### src/rtl/basys3_pkg.sv
// rtl/basys3_pkg.sv - shared constants for the Basys3 serial adder datapath
package basys3_pkg;

  // Default operand width used by the board-level build
  localparam int SERIAL_ADDER_WIDTH = 8;

  typedef logic [1:0] sa_state_t;

  // FSM encoding; 2'd3 is unused and recovers to IDLE
  localparam logic [1:0] ST_IDLE  = 2'd0;
  localparam logic [1:0] ST_SHIFT = 2'd1;
  localparam logic [1:0] ST_DONE  = 2'd2;

endpackage

### src/rtl/serial_adder_full_adder.sv
// rtl/serial_adder_full_adder.sv - single-bit full adder cell used as the serial datapath slice
module FullAdder (
  input  logic A,
  input  logic B,
  input  logic Cin,
  output logic S,
  output logic Cout
);

  // Classic sum/majority full adder
  always_comb begin
    S    = A ^ B ^ Cin;
    Cout = (A & B) | (A & Cin) | (B & Cin);
  end

endmodule

### src/rtl/serial_adder.sv
// rtl/serial_adder.sv - bit-serial N-bit adder driving one FullAdder cell, LSB first
module serial_adder
  import basys3_pkg::*;
#(
  parameter int WIDTH = SERIAL_ADDER_WIDTH
) (
  input  logic             clk,
  input  logic             reset,
  input  logic             start,
  input  logic [WIDTH-1:0] A,
  input  logic [WIDTH-1:0] B,
  input  logic             Cin,
  output logic             busy,
  output logic             done,
  output logic [WIDTH-1:0] S,
  output logic             Cout
);

  // Counter only needs to reach WIDTH-1; keep at least one bit for WIDTH=1
  localparam int CW = (WIDTH > 1) ? $clog2(WIDTH) : 1;
  localparam logic [CW-1:0] CNT_LAST = CW'(WIDTH - 1);

  sa_state_t        state_q, state_d;
  logic [WIDTH-1:0] rega_q, rega_d;
  logic [WIDTH-1:0] regb_q, regb_d;
  logic [WIDTH-1:0] psum_q, psum_d;
  logic [WIDTH-1:0] s_q, s_d;
  logic             carry_q, carry_d;
  logic             cout_q, cout_d;
  logic [CW-1:0]    cnt_q, cnt_d;

  logic             fa_s;
  logic             fa_cout;
  logic [WIDTH:0]   psum_cat;

  FullAdder u_fa (
    .A    (rega_q[0]),
    .B    (regb_q[0]),
    .Cin  (carry_q),
    .S    (fa_s),
    .Cout (fa_cout)
  );

  // New sum bit enters at the MSB; upper WIDTH bits of the concatenation are the shifted register
  assign psum_cat = {fa_s, psum_q};

  // Next-state and datapath update for the IDLE/SHIFT/DONE sequence
  always_comb begin
    state_d = state_q;
    rega_d  = rega_q;
    regb_d  = regb_q;
    psum_d  = psum_q;
    carry_d = carry_q;
    cnt_d   = cnt_q;
    s_d     = s_q;
    cout_d  = cout_q;
    case (state_q)
      ST_IDLE: begin
        if (start) begin
          state_d = ST_SHIFT;
          rega_d  = A;
          regb_d  = B;
          carry_d = Cin;
          cnt_d   = '0;
          psum_d  = '0;
        end
      end
      ST_SHIFT: begin
        rega_d  = rega_q >> 1;
        regb_d  = regb_q >> 1;
        psum_d  = psum_cat[WIDTH:1];
        carry_d = fa_cout;
        cnt_d   = cnt_q + CW'(1);
        if (cnt_q == CNT_LAST) begin
          state_d = ST_DONE;
          s_d     = psum_cat[WIDTH:1];
          cout_d  = fa_cout;
        end
      end
      ST_DONE: begin
        state_d = ST_IDLE;
      end
      default: begin
        state_d = ST_IDLE;
      end
    endcase
  end

  // State registers with synchronous abort-to-idle reset
  always_ff @(posedge clk) begin
    if (reset) begin
      state_q <= ST_IDLE;
      rega_q  <= '0;
      regb_q  <= '0;
      psum_q  <= '0;
      carry_q <= 1'b0;
      cnt_q   <= '0;
      s_q     <= '0;
      cout_q  <= 1'b0;
    end else begin
      state_q <= state_d;
      rega_q  <= rega_d;
      regb_q  <= regb_d;
      psum_q  <= psum_d;
      carry_q <= carry_d;
      cnt_q   <= cnt_d;
      s_q     <= s_d;
      cout_q  <= cout_d;
    end
  end

  assign busy = (state_q != ST_IDLE);
  assign done = (state_q == ST_DONE);
  assign S    = s_q;
  assign Cout = cout_q;

endmodule

### config.mk
export PLATFORM = sky130hd
export DESIGN_NAME = serial_adder
export DESIGN_NICKNAME = d
export VERILOG_FILES = /design/src/rtl/basys3_pkg.sv /design/src/rtl/serial_adder_full_adder.sv /design/src/rtl/serial_adder.sv
export SDC_FILE = /design/constraint.sdc
export NUM_CORES = 1
export LEC_CHECK = 0
export BUFFER_PORTS_ARGS = -buffer_cell sky130_fd_sc_hd__buf_2
export CORE_ASPECT_RATIO = 1.5
export CORE_UTILIZATION = 40
export DETAILED_ROUTE_END_ITERATION = 8
export MAX_ROUTING_LAYER = met4
export PLACE_DENSITY_LB_ADDON = 0.12
export SETUP_SLACK_MARGIN = 0.2
export SLEW_MARGIN = 5
export SYNTH_ARGS = -nofsm -noshare
export SYNTH_HDL_FRONTEND = slang
export SYNTH_HIERARCHICAL = 1
export SYNTH_SLANG_ARGS = --single-unit
### constraint.sdc
create_clock -name clk -period 1.1 [get_ports clk]
set_input_delay 0 -clock clk [delete_from_list [all_inputs] [get_ports clk]]
set_output_delay 0 -clock clk [all_outputs]
set_load 0.005 [all_outputs]
==> results_dict.tcl <==
set metrics [dict create \
    fin_worst_skew_ns 0.006040 \
    p_leak_nw 0.9660 \
    synth-edff-count 0 \
    die_y_um 79.38 \
    cts_max_level 2 \
    worstHoldStart "start" \
    final.setup.worst_slack_ns -0.06260 \
    crit_family "adder cells" \
    drt-vias-per-instance 5.170 \
    maxCapViolCount 0 \
    required_ns 1.29 \
    drt-total-wl_mm 3.861 \
    ff2ff_path_depth 3 \
    clk_pin_slew_ns 0.08 \
    synth.distinct_cells 26 \
    crit_type "reg2reg" \
    cts_max_path_buffers 2 \
    run_status "complete, but fails checks" \
    synth_area_per_cell_um2 9.735 \
    powerDensity_mw_per_mm2 1230 \
    synth.net_count 187 \
    synth_warnings 6 \
    hold_viol 0 \
    path_max_fanout 2 \
    first_global_vias 1354 \
    post-place-ws_ns -0.1739 \
    peakVddDrop_uv 980.8 \
    cp.buffers_inverters 0 \
    finalSetupViolCount 27 \
    hp-class "in2reg" \
    tns_ns -0.8536 \
    cts_sinks 38 \
    cp-start-kind "flop" \
    antennaDiodeCount 0 \
    arrival_ns 1.36 \
    path_cells "fa_1, a22oi_1, nor2_1" \
    r2r-start "carry_q" \
    ys_seq_area_frac 0.4765 \
    slowest_stage "fa_1" \
    die-area_mm2 0.004253 \
    antenna_left 0 \
    dp_hpwl_mm 2.424 \
    cpPeakStageDelay_ns 0.50 \
    place_congestion 0.6759 \
    maxClockFrequency_mhz 860.1 \
    areaGrowthSynthToFinish_pct 53.45 \
    fin_crit_sh 1.057 \
    antenna_found_initial 0 \
    vias 1401 \
    worstSetupEndpointType "flop" \
    synthFlopType "dfxtp_1" \
    root_buffer "clkbuf_8" \
    core_area_mm2 0.003750 \
    grt-ovfl-total 0 \
    rsz0062_at_grt "yes" \
    cts_buffers 5 \
    grt_max_degree 23 \
    numPortBuffers 30 \
    nets 250 \
    drive_gt1_frac 0.4825 \
    maxSlewViolCount 0 \
    drt-pass1-iter-count 5 \
    wl_per_cell_um 14.25 \
    drt_iter0_drc 19 \
    grt_pass1_wl_mm 6.051 \
    clk_latency_ns 0.29 \
    fp-row-count 27 \
    die_w_um 53.59 \
    synth_cells 164 \
    gr-usage-all-layers 0.2018 \
    holdPathStages 3 \
    synthesis.area_mm2 0.001597 \
    synthArstFlopShare 0 \
    critical_path_depth 3 \
    yosys_register_bits 38 \
    boundaryPins 31 \
    initial_core_util 0.4258 \
    layout_min_cycle_time_ns 1.163 \
    violations "negative setup slack" \
    fill_cells 321 \
    cts_tree "done" \
    drc 0 \
    worst_slew_margin_rel 0.5955 \
    crit_start "carry_q" \
    worstMarginPinSlew_ns 0.6068 \
]
## registers in the layout, indices dropped and copies added, names as in the netlist
| name | cells |
|---|---|
| S | 8 |
| rega_q | 8 |
| regb_q | 8 |
| psum_q | 7 |
| cnt_q | 3 |
| state_q | 2 |
| Cout | 1 |
| carry_q | 1 |
## layout by cell type, fill, tap and decap left out, drive strengths merged, types with 9 or more instances in the layout
cell type	netlist	final
buf	10	51
dfxtp	38	38
a21oi	24	24
dlygate4sd3	0	17
inv	17	17
nor2	16	16
o221a	15	15
nand2	10	11
a22oi	11	11
nand3	9	9
## metal layers
layer / vias to the layer above / routed length (um) / GRT usage
li1: 698 / - / -
met1: 672 / 1604 / 0.2196
met2: 27 / 2071 / 0.3363
met3: 4 / 134 / 0.05714
met4: 0 / 51 / 0.07895
met5: - / 0 / -
## cell usage after synthesis (4+ instances only)
master   number  area, um2
inv_1        17      63.81
nand3_1       9      45.04
o221a_1       9      101.4
o221a_2       6      67.56
nor2_1       15      56.30
buf_4         4      30.03
dfxtp_1      38      760.7
a21oi_2      11      96.34
a21oi_1      13      65.06
nand2_1       9      33.78
a22oi_1      11      82.58
## cell families after synthesis
family	count (synthesis)	share of synthesized area
AO/OA/AOI/OAI	51	0.2633
adder cells (fa/ha/maj)	3	0.02821
buffers and inverters	30	0.1019
flip-flops	38	0.4765
multiplexers	2	0.01254
AND/OR/NAND/NOR	40	0.1176
## worst min-delay path, delay by kind of cell
family / cells / cell delay (ns)
buffers and inverters: 1 / 0.21
AND/OR/NAND/NOR: 1 / 0.05
multiplexers: 1 / 0.16
## path summary, 6_finish.rpt
check | to | slack (ns)
worst max-delay path | psum_q[7] | -0.06
worst min-delay path | state_q[0] | 0.18
worst max register to register | psum_q[7] | -0.06
worst min register to register | S[0] | 0.46
## power by group
group          switching (mW)  leakage (nW)  internal, mW  total [mW]
combinational           0.242         0.605         0.287       0.529
clock                   0.492        0.0472         0.503       0.995
sequential             0.0473         0.314          1.44        1.49
## metrics by stage
stage | cell area [um2] | utilization | cells | hold WS, ns | total power, mW
floorplan | 1658 | - | 164 | 0.1483 | 1.764
global placement | 1868 | 0.4982 | 237 | 0.2525 | 1.850
detailed placement | 1868 | 0.4982 | 237 | 0.2639 | 1.862
CTS | 2246 | 0.5989 | 265 | 0.08047 | 2.947
global route | 2450 | 0.6533 | 271 | 0.1953 | 3.137
finish | 2450 | 0.6533 | 271 | 0.1751 | 3.012
## timing repair
item | 4_1_cts | 5_1_grt
gates cloned | 0 | 1
setup endpoints to repair | 40 | 40
pin swaps | 5 | 17
buffers inserted | 3 | 5
endpoints found under the hold margin | 17 | 0
gates resized for setup | 25 | 25
hold buffers | 17 | 0
## area by class of cell
type	count	area (um2)	area share
flip-flops and latches	38	772.0	0.3151
clock buffers	6	82.58	0.03371
repair buffers	68	566.8	0.2314
clock inverters	2	12.51	0.005107
inverters	17	63.81	0.02605
multi-input cells	97	898.4	0.3667
well taps	43	53.80	0.02196
No activity file was read; power rests on OpenSTA's default activity.
